$ cat src/rtl/seven_segment_scheduler.sv
// seven_segment_scheduler: two-digit seven-segment multiplexer with dead-time blanking,
// 16-level PWM brightness and frame-synchronous loading of new digit patterns.
module seven_segment_scheduler #(
    parameter int DIVIDER      = 1500,
    parameter int BLANK_CYCLES = 16
) (
    input  logic       i_clock,
    input  logic       i_reset,
    input  logic       i_enable,
    input  logic [6:0] i_segments_digit_0,
    input  logic [6:0] i_segments_digit_1,
    input  logic       i_load_valid,
    output logic       o_load_ready,
    input  logic [3:0] i_brightness,
    output logic [6:0] o_sev_segments,
    output logic       o_sev_seg_cathode,
    output logic       o_frame_start
);
    localparam int CW = $clog2(DIVIDER);
    localparam logic [CW-1:0] SHOW_END = CW'(DIVIDER - BLANK_CYCLES - 1);
    localparam logic [CW-1:0] SLOT_END = CW'(DIVIDER - 1);

    typedef enum logic [2:0] {IDLE, SHOW0, GAP0, SHOW1, GAP1} state_t;

    state_t        state;
    logic [CW-1:0] c;
    logic [6:0]    active_0, active_1, pending_0, pending_1;
    logic          pending;
    logic [3:0]    brightness;
    logic          load, boundary, lit;

    assign load     = i_load_valid && o_load_ready;
    assign boundary = i_enable && (state == IDLE || (state == GAP1 && c == SLOT_END));
    assign lit      = c[3:0] <= brightness;

    always_ff @(posedge i_clock or posedge i_reset) begin
        if (i_reset) begin
            state             <= IDLE;
            c                 <= '0;
            o_sev_segments    <= 7'h7F;
            o_sev_seg_cathode <= 1'b0;
            o_load_ready      <= 1'b1;
            o_frame_start     <= 1'b0;
            active_0          <= '0;
            active_1          <= '0;
            pending_0         <= '0;
            pending_1         <= '0;
            pending           <= 1'b0;
            brightness        <= '0;
        end else begin
            if (load) begin
                pending_0 <= i_segments_digit_0;
                pending_1 <= i_segments_digit_1;
            end
            if (boundary) begin
                brightness <= i_brightness;
                if (pending) begin
                    active_0 <= pending_0;
                    active_1 <= pending_1;
                end
            end
            pending <= load || (pending && !boundary);
            // ready reopens one cycle after the frame_start pulse of the frame that consumed the load
            o_load_ready      <= !load && (o_load_ready || (o_frame_start && !pending));
            o_frame_start     <= i_enable && state == SHOW0 && c == '0;
            o_sev_seg_cathode <= i_enable && (state == SHOW1 || state == GAP1);
            o_sev_segments    <= (!i_enable || !lit) ? 7'h7F :
                                 state == SHOW0 ? ~active_0 :
                                 state == SHOW1 ? ~active_1 : 7'h7F;
            if (!i_enable) begin
                state <= IDLE;
                c     <= '0;
            end else begin
                c <= (state == IDLE || c == SLOT_END) ? '0 : c + 1'b1;
                case (state)
                    IDLE:    state <= SHOW0;
                    SHOW0:   if (c == SHOW_END) state <= GAP0;
                    GAP0:    if (c == SLOT_END) state <= SHOW1;
                    SHOW1:   if (c == SHOW_END) state <= GAP1;
                    default: if (c == SLOT_END) state <= SHOW0;
                endcase
            end
        end
    end
endmodule

$ cat config.mk
export PLATFORM = sky130hd
export DESIGN_NAME = seven_segment_scheduler
export DESIGN_NICKNAME = d
export VERILOG_FILES = /design/src/rtl/seven_segment_scheduler.sv
export SDC_FILE = /design/constraint.sdc
export NUM_CORES = 1
export LEC_CHECK = 0
export BUFFER_PORTS_ARGS = -buffer_cell sky130_fd_sc_hd__buf_2
export CORE_MARGIN = 2
export CORE_UTILIZATION = 35
export CTS_CLUSTER_SIZE = 40
export DETAILED_ROUTE_END_ITERATION = 7
export GPL_TIMING_DRIVEN = 1
export SYNTH_ARGS = -nofsm -noshare
export SYNTH_HDL_FRONTEND = slang
export SYNTH_SLANG_ARGS = --single-unit
$ cat constraint.sdc
create_clock -name i_clock -period 3.95 [get_ports i_clock]
set_input_delay 0.395 -clock i_clock [delete_from_list [all_inputs] [get_ports i_clock]]
set_output_delay 0.395 -clock i_clock [all_outputs]
set_load 0.1 [all_outputs]
==> run summary, run 1 <==
The flow ran to the end, and the final reports show no timing, DRC or antenna violations. Global routing finished with a remaining overflow of 0. The pre-antenna-repair detailed-routing pass consisted of 4 iterations.

The count of yosys warnings during synthesis was 0; the sequential-to-total area share from yosys stat was 55.3%. The mapped netlist covers 0.00260 mm2. The top flip-flop cell by instance count after synthesis is dfrtp_1. The worst supply voltage drop on vdd is 0.223 mV. The number of max-slew violations in the final report is 0.

STA classifies the critical path startpoint as a register. For this design the ratio of total power to cell area is 601 mW/mm2. The run gives 0 as the max-capacitance violation count. The H-tree generated during clock tree synthesis spans 3 levels. The initial utilization of the core area, before any placement, comes to 36.0%.

The number of placed instances, taps included, is 328. The multi-input combinational cells in the finished layout cover a total of 0.00107 mm2. The tools report the number of antenna violations at the first check in global routing as 0.

The synthesized design contains 0 enable-type register cells. The mean post-synth cell area was 12.7 um2; the clock skew after layout was 8.10 ps. Across all setup checks in the final design, the least slack found is 1740 ps. The die is 90.1 um tall. Once the clock tree was built, the setup fixing pass inserted 0 buffers.

In this run, post-CTS repair resized a total of 0 instances. After synthesis, the share of flip-flops with an asynchronous set or reset is 100%. Summing all non-filler instances in the final layout gives an area of 0.00301 mm2.

For the overall via count from detail_route, the log shows 1637. The core area came out at 0.00721 mm2. Across every metal layer, demand over resource in global routing totals 12.8%. The normalized max-slew margin is 48.7%, and the area share of the largest cell type after synthesis is 47.2%.

Routability-driven placement finished with a final weighted congestion of 0.770. The share of layout cells above drive strength 1 works out to 40.4%. The netlist uses 34 different library cells. The critical path is of the register to register type. The hold violation total from the final report came out at 0. Per-cell via count in the routed design: 4.76. Ranked by instance count, the synthesized netlist is headed by dfrtp_1, mux2_2, nor2_1. After clock tree synthesis, the clock-pin slew on the worst setup and hold paths is 60 ps. The detailed-route DRC error count is 0, and the global-route wire length before repair is 8090 um.

The die is 90.1 um wide. Clock latency on the worst-skew pair, taken at its later pin, is 330 ps. In this run the core area contains 31 standard-cell rows. Before CTS, the worst setup slack after placement is 1720 ps. The hold-fix buffer count after cts came out at 0. Setup violations remaining at the end of the flow were counted as 0.

The via count of the first global-routing pass came out at 1687. The count of buffers from port buffering is 31. The data required time at the worst endpoint was 4170 ps. The average wire per cell in the routed design is 13.5 um. Sorting the synthesized cells by area gives the leading types as dfrtp_1, mux2_2, dfstp_2. Share of the clock period used by the worst path after layout: 56.0%. After routing, the total negative slack on setup checks comes to 0 ps.

Once layout is complete, the cells apart from fillers number 344. The net count reported at finish came out at 268. By instance count, the leading cell after synthesis is dfrtp_1. The relative area change from synthesis to final layout was 16.0%; the endpoint arrival time on the critical path was 2430 ps.

The type of destination of the critical path was a register. For this block, the initial DRC count from the detailed router was 66. Number of routed nets with antenna violations: 0.

TritonCTS built the clock tree. The run gives 0.00283 mm2 as the area after detailed placement. The clock tree root buffer cell was clkbuf_8. At the pin with the least slew margin, the transition time is 768 ps. The clock drives 57 sinks. The tools report the number of standard cells after synthesis as 205. The tightest hold path in the finished design has a slack of 199 ps.

At the end of the flow the core is filled with cells to 41.8%. Path class of the lowest-slack min-delay path: input pin to async pin. Setup repair after global routing left no endpoint under its margin. The tools report the diode insertion count for antenna repair as 0.

The area of the die is 0.00813 mm2. The HPWL after detailed placement is 3250 um. The smallest clock period supported by the final layout is computed as 2210 ps. The tools report the number of fill cells in the layout as 729. The largest total area in the synthesized netlist belongs to dfrtp_1. The logs give 38 for the maximum number of pins on one net before global-route repair and 0.00144 mm2 for the area taken by flip-flops and latches.

In this run the worst path has a maximum fanout of 16. The run gives 2 as the maximum buffer depth of the clock tree. The synthesized design contains 57 register bits.

Based on the critical path, the design can be clocked at up to 452 MHz. In this run the count of I/O pins placed on the die edge is 32. The standby leakage power is 1.33 nW, and the total power is 1.81 mW. The run gives 4660 um as the total wirelength of the detailed-routed design. In this run, CTS created clock tree buffers numbering 9.

Number of nets produced by synthesis: 233.
## cell usage in the layout, fill, tap and decap left out, types with 2 or more instances in the layout
cell type and instances:
dfrtp_1 49, buf_2 31, mux2_2 29, nor2_1 16, nand2_1 13, nand4_1 12, clkbuf_8 12, mux2_4 10
inv_1 8, dfstp_2 8, ha_1 6, xor2_1 5, nor2b_1 4, nand3_1 4, xnor2_1 4, o21ai_0 4
and3_1 3, nor3_1 3, and2_1 3, clkinv_2 3, and4_1 2
## final timing paths
check	to	slack [ps]	start	cells past startpoint
max	active_0[6]$_DFFE_PP0P_	1740	state[1]$_DFFE_PP0P_	4
min	active_1[2]$_DFFE_PP0P_	200	i_reset	2
max reg2reg	active_0[6]$_DFFE_PP0P_	1740	state[1]$_DFFE_PP0P_	4
min reg2reg	o_load_ready$_DFF_PP1_	490	o_load_ready$_DFF_PP1_	1
max in group asynchronous	brightness[2]$_DFFE_PP0P_	2980	i_reset	3
min in group i_clock	o_load_ready$_DFF_PP1_	220	i_load_valid	2
## critical path, cell delays in order, from the launching register on
cell and delay (ps):
dfrtp_1 600, nor4_2 360, nand4_2 200, a21oi_4 550, mux2_2 400
## routing by layer
metal / routed length [um] / global-route usage [%]
met5: 0 / 0
met4: 66 / 4.62
met3: 202 / 5.03
met2: 2270 / 19.6
met1: 2120 / 16.4
## state kept, by name (all words and copies together), names as in the netlist, 3 cells and up
signal,flops
o_sev_segments,7
state,3
active_1,7
pending_0,7
c,11
active_0,7
brightness,4
pending_1,7
## power by group
group,switching [mW],leakage (nW),total [mW],internal (mW)
registers,0.0944,0.698,0.863,0.769
logic,0.225,0.537,0.456,0.231
clock network,0.216,0.0992,0.491,0.276
total,0.536,1.33,1.81,1.28
## final cells by class
cell class	instances	share of cell area, %
multi-input combinational	131	35.6
clock buffer	13	5.60
tap	99	4.11
timing repair buffer	32	5.40
sequential	57	47.7
inverter	9	1.12
clock inverter	3	0.498
## kinds of logic (layout without fill, tap and decap cells)
kind of cell	after synthesis	after routing	synth area share, %
mux	40	40	18.7
compound gates	11	11	3.37
fa+ha+maj	6	6	2.89
buf+inv	17	57	3.37
flops	57	57	55.3
simple gates	65	65	13.3
xor+xnor	9	9	3.03
(Power assumes the default switching activity.)
==> inputs of run 2 (changes only) <==
==> constraint.sdc (replaced) <==
create_clock -name i_clock -period 1.89 [get_ports i_clock]
set_input_delay 0.189 -clock i_clock [delete_from_list [all_inputs] [get_ports i_clock]]
set_output_delay 0.189 -clock i_clock [all_outputs]
set_load 0.1 [all_outputs]
==> run 2 against run 1 <==
Compared with the run above:
- routed wire length grew 5.3%
- non-clock buffer count increased by 17
- register-to-register slack got worse by 1600 ps
- hold slack lost 120 ps
- via count up 3.6%
- clock skew is 1.7 ps higher
- highest routed layer unchanged
- critical path depth rose by 1
- global-route usage grew 0.71 points
- first-iteration DRC count increased by 9.1%
==> run summary, run 2 (same netlist as run 1, synthesis figures left out) <==
The H-tree depth was 3. The tools report the number of clock sinks as 57. The endpoint arrival time on the critical path was 2010 ps; the setup fix buffers added after clock tree synthesis was 0. The floorplan step set the die width to 90.1 um. STA classifies the critical path startpoint as a register. The clock input transition at the sequential cells of the worst setup and hold paths was 70 ps. For the global-route wire length before repair, the log shows 8450 um. The clock passes through at most 2 buffers. After the first detailed-routing iteration, the DRC count stood at 72. The hold violation total from the final report was 0; the maximum operating frequency was 561 MHz. After detailed routing, the number of vias per cell comes to 4.71. After legalization and detailed placement, the total HPWL measured 3390 um. For this run, the total global-route usage over all layers was measured as 13.5%. In the finished design, the share of the clock period the worst path needs comes to 94.4%. IR analysis of the VDD net gives a maximum drop of 0.468 mV. The path class of the lowest-slack min-delay path is input pin to register. The count of buffers from port buffering works out to 31.

The max-capacitance violation count is 0, and the detailed-route DRC error count is 0. The register with the most flip-flops in the layout has 11 of them. Summed over all cells, the static leakage comes to 1.42 nW.

Entering global routing, the biggest net connects 39 pins. The flow ran to the end, and the final reports show no timing, DRC or antenna violations. For the final routed database, the setup TNS stands at 0 ps. The top cell types in the final layout, fill and taps aside, are dfrtp_1, buf_2, mux2_2. The net count of the finished layout is 285.

Buffers inserted to repair hold after CTS numbered 2. The run gives 0 as the number of antenna violations at the first check in global routing. STA classifies the critical path endpoint as a register. Count of endpoints failing setup in the final report: 0. TritonCTS built the clock tree.

The via count of the first global-routing pass was 1762; the data required time at the worst endpoint was 2110 ps. The power density over the cells works out to 1230 mW/mm2. The tools report the normalized max-slew margin as 67.7%.

The tools report the setup slack after placement as 113 ps. More flip-flops sit in one register than any other, and that register is c. The run gives 44.0% as the core utilization of the finished layout. The y dimension of the die was 90.1 um; the number of cells upsized or downsized after cts was 0.

For this block, the routed nets add up to 4910 um of wire. For this run the aggregate overflow at the end of global routing stands at 0. Between clock sinks in the finished design, the worst skew comes to 9.76 ps. For the finished layout, the period the worst path requires is 1780 ps.

After detailed routing, the average wire length per cell comes to 13.6 um. The number of max-slew violations in the final report is 0. 0 antenna diodes ended up in the layout. Cells with a size suffix above 1 make up 42.9% of the layout. The finished cells cover 0.00318 mm2.

The congestion estimate from routability-driven global placement came to 0.768. The core area is 0.00721 mm2. The transition at the pin with the smallest max-transition slack is 487 ps, and the effective utilization at floorplan is 36.0%. The worst setup margin was 106 ps; the number of routed nets with antenna violations was 0.

Along the worst path, the maximum fanout reaches 14. Setup repair after global routing left no endpoint under its margin. The critical path is of the register to register type. Leaving out fill and tap cells, the most frequent cell in the layout is dfrtp_1.

The relative area change from synthesis to final layout is 22.3%, and the later-pin clock latency in the skew report is 340 ps. For the number of standard-cell rows in the floorplan, the log shows 31. The routed layout has 1696 vias. The number of detailed-routing iterations run before antenna repair was 4. Worst hold slack across all endpoints: 77.5 ps. The number of buffers created by CTS was 9; the number of fill cells in the layout was 707. CTS placed an instance of clkbuf_8 at the clock tree root. Pin placement for this block handled 32 I/O pins.

The logs give 0.00813 mm2 for the area of the die and 0.00297 mm2 for the area after detailed placement.
## run 2: cell types whose count changed in the layout (fill, tap and decap cells not counted)
cell           before  now
bufinv_16           0    1
dlygate4sd3_1       0    2
clkbuf_8           12   10
buf_12              0    2
clkinvlp_4          0    1
buf_4               1   14
clkbuf_1            1    2
clkinv_2            3    1
## run 2: final timing paths
| kind | depth (start not counted) | endpoint | startpoint | slack (ps) |
|---|---|---|---|---|
| hold / removal | 2 | pending_1[3]$_DFFE_PP0P_ | i_segments_digit_1[3] | 80 |
| min in group asynchronous | 3 | o_sev_seg_cathode$_DFF_PP0_ | i_reset | 410 |
| setup / recovery | 5 | active_0[6]$_DFFE_PP0P_ | state[1]$_DFFE_PP0P_ | 110 |
| max in group asynchronous | 4 | o_sev_segments[0]$_DFF_PP1_ | i_reset | 860 |
| hold reg to reg | 1 | o_load_ready$_DFF_PP1_ | o_load_ready$_DFF_PP1_ | 490 |
| setup reg to reg | 5 | active_0[6]$_DFFE_PP0P_ | state[1]$_DFFE_PP0P_ | 110 |
## run 2: per-layer routing
layer  global-route usage (%)  up-vias  part of all wire (%)
met3                     3.94        8                   4.4
met5                        0        -                     0
met2                     20.2       35                    47
met1                     17.4      833                    47
li1                         -      820                     -
met4                     7.69        0                   2.0
## run 2: final cells by class
type / count / area [um2] / share of cell area [%]
flip-flops and latches: 57 / 1440 / 45.2
clock inverters: 3 / 42.5 / 1.34
multi-input cells: 131 / 1070 / 33.8
inverters: 9 / 33.8 / 1.06
clock buffers: 12 / 145 / 4.57
well taps: 99 / 124 / 3.90
repair buffers: 49 / 320 / 10.1
## run 2: worst max-delay path, cell delays in order (launching register included)
cell and delay [ps]:
dfrtp_1 420, nor4_2 340, nand4_2 200, a21oi_4 200, buf_12 170, mux2_2 340
## run 2: power by group
part           internal, mW  leakage, nW  switching [mW]  total (mW)
registers              1.61        0.698           0.195        1.80
clock network         0.636       0.0925           0.478        1.11
logic                 0.512        0.631           0.484       0.995
## run 2: stage by stage
step           instances  power (mW)
3_3_place_gp         343        2.79
5_1_grt              360        4.14
3_5_place_dp         343        2.83
6_report             360        3.91
2_1_floorplan        205        2.60
4_1_cts              360        3.96
==> inputs of run 3 (changes only) <==
==> constraint.sdc (replaced) <==
create_clock -name i_clock -period 1.9 [get_ports i_clock]
set_input_delay 0.19 -clock i_clock [delete_from_list [all_inputs] [get_ports i_clock]]
set_output_delay 0.19 -clock i_clock [all_outputs]
set_load 0.1 [all_outputs]
==> run 3 against run 2 <==
Compared with the run above:
- die area unchanged
- sequential share of layout area is essentially flat
- clock power is 5% lower
- power down 2.2%
- count of clock-buffer cells in the layout decreased by 1
- core utilization about the same
- critical path type unchanged
==> run summary, run 3 (same netlist as run 1, synthesis figures left out) <==
The diode insertion count for antenna repair is 0, and the area of the die is 0.00813 mm2. Summed over all nets, the half-perimeter wirelength after detailed placement is 3350 um. The run gives 57 as the number of clock sinks. At the pin with the least slew margin, the transition time is 487 ps. The count of nets left with antenna violations once routing finished came out at 0.

The run gives 0 as the number of max-slew violations in the final report. Setup repair after global routing left no endpoint under its margin. Maximum buffer depth of the clock tree: 2. The path class of the lowest-slack min-delay path is input pin to register. For the worst setup path, the data required time is 2120 ps. The tools report the later-pin clock latency in the skew report as 340 ps. The worst reg-to-reg path cell count came out at 5. Timing analysis after detailed placement gives a worst setup slack of 94.6 ps. STA classifies the critical path endpoint as a register.

The tools report the residual overflow from global routing as 0. The leading cell type in the layout, fill and taps excluded was dfrtp_1. Number of buffers created by CTS: 9. The tools report the overall via count from detail_route as 1707. The total wirelength of the detailed-routed design is 4780 um. After detailed routing, the number of vias per cell comes to 4.75.

The global-route wire length before repair is 8500 um, and the effective utilization at floorplan is 36.0%. In this run, the number of DRC markers left after iteration 0 of detailed routing was 71. The run gives 0 as the max-capacitance violation count.

In the layout the commonest cells are dfrtp_1, buf_2, mux2_2. In this run the worst path has a maximum fanout of 14. The worst setup margin was 113 ps; the internal reg-to-reg setup slack was 110 ps. Source of the worst hold timing path: i_segments_digit_1[5]. The via count of the first global-routing pass was 1745. For the worst setup path, the data arrival time is 2010 ps.

The congestion estimate from routability-driven global placement came to 0.719. For the final database, setup skew stands at 7.98 ps. CTS placed an instance of clkbuf_8 at the clock tree root.

After detailed routing, the number of remaining DRC violations is 0. The tools report the hold violation total from the final report as 0. For the number of standard-cell rows in the floorplan, the log shows 31. The path with the worst hold slack has its endpoint at pending_1[5]$_DFFE_PP0P_. The worst hold path depth is 2, and the core area is 0.00721 mm2. In the final design database the tool counted 283 nets.

Input and output buffers added on the ports amount to 31. The worst path needs 1790 ps of the cycle, external delays included. Measured along the x axis, the die boundary spans 90.1 um. The relative area change from synthesis to final layout is 22.2%, and the maximum number of pins on one net before global-route repair is 25. TritonCTS built the clock tree. The y dimension of the die was 90.1 um; the overall track demand over capacity in global routing was 13.5%. The critical path start-end classification was register to register.

Setup total negative slack on the finished layout was measured at 0 ps. The endpoint identified for the worst register-to-register timing path is active_0[6]$_DFFE_PP0P_. In this run the static leakage power is 1.41 nW. The final critical path takes up 94.0% of the cycle.

Setup violations remaining at the end of the flow were counted as 0. Register with the most flip-flops: c. Clock-pin slew was measured on the worst setup and hold paths at 70 ps. For the worst supply voltage drop on vdd, the log shows 0.419 mV.

The startpoint type of the worst setup path is a register. The power density over the cells is 1200 mW/mm2, and the setup fix buffers added after clock tree synthesis is 0. Static timing analysis puts the maximum clock frequency at 560 MHz. Number of antenna violations at the first check in global routing: 0. The post-route netlist has 44.2% of its cells at a drive strength greater than 1. The register with the most flip-flops in the layout has 11 of them. The normalized max-slew margin is 67.8%. For this run, the detailed router's first-pass iteration total came to 4. The startpoint identified for the worst register-to-register timing path is state[1]$_DFFE_PP0P_. In this run the number of H-tree levels came out at 3.

In the final routed layout, each cell accounts on average for 13.3 um. 32 I/O pins were placed. The run finished with clean final reports.
run 3: cell types whose count changed in the layout (fill, tap and decap cells not counted), sizes merged:
cell	previous run	this run
buf	47	45
bufinv	1	0
clkbuf	12	11
clkinv	1	2
clkinvlp	1	3
run 3: area by class of cell:
| cell class | instances | area, um2 |
|---|---|---|
| Clock inverter | 5 | 40.0 |
| Sequential cell | 57 | 1440 |
| Timing Repair Buffer | 47 | 305 |
| Clock buffer | 11 | 151 |
| Fill cell | 718 | 4040 |
| Inverter | 9 | 33.8 |
| Tap cell | 99 | 124 |
| Multi-Input combinational cell | 131 | 1080 |
run 3: report_power, final:
part / internal [mW] / switching [mW]
combinational: 0.507 / 0.479
clock: 0.547 / 0.508
sequential: 1.60 / 0.186
total: 2.65 / 1.17
run 3: per-stage QoR:
stage | power [mW] | instances | utilization [%] | hold slack (ps) | cell area [um2]
after global routing | 4.07 | 359 | 44.0 | 65.8 | 3170
after global placement | 2.76 | 341 | 40.9 | 246 | 2950
after CTS | 3.88 | 358 | 43.7 | 2.02 | 3150
after detailed placement | 2.80 | 341 | 40.9 | 239 | 2950
after floorplan | 2.59 | 205 | - | 248 | 2600
final | 3.82 | 359 | 44.0 | 78.6 | 3170
run 3: critical path: stages, from the launching register on:
cell and delay [ps]:
dfrtp_1 440, nor4_2 310, nand4_2 200, a21oi_4 210, buf_12 180, mux2_2 330
run 3: worst max-delay path by stage:
stage | from | to | slack [ps] | cells after the start
finish | state[1]$_DFFE_PP0P_ | active_0[6]$_DFFE_PP0P_ | 110 | 5
global route | c[0]$_DFF_PP0_ | active_0[6]$_DFFE_PP0P_ | 20 | 6
CTS | c[0]$_DFF_PP0_ | active_0[6]$_DFFE_PP0P_ | 90 | 6
detailed placement | c[0]$_DFF_PP0_ | active_0[6]$_DFFE_PP0P_ | 90 | 6
global placement | c[0]$_DFF_PP0_ | active_0[4]$_DFFE_PP0P_ | 130 | 6
floorplan | c[1]$_DFF_PP0_ | active_0[0]$_DFFE_PP0P_ | 120 | 6
run 3: timing repair:
item / CTS / global route
hold buffers: 1 / 1
endpoints found under the hold margin: 18 / 1
resized for setup: 0 / 2
setup endpoints to repair: 0 / 9
run 3: metal layers:
metal	share of wire, %	track usage [%]	vias up	routed length, um
met3	3.8	4.11	10	181
met1	48	18.4	838	2280
met2	45	19.2	34	2170
li1	-	-	825	-
met5	0	0	-	0
met4	3.0	7.18	0	145
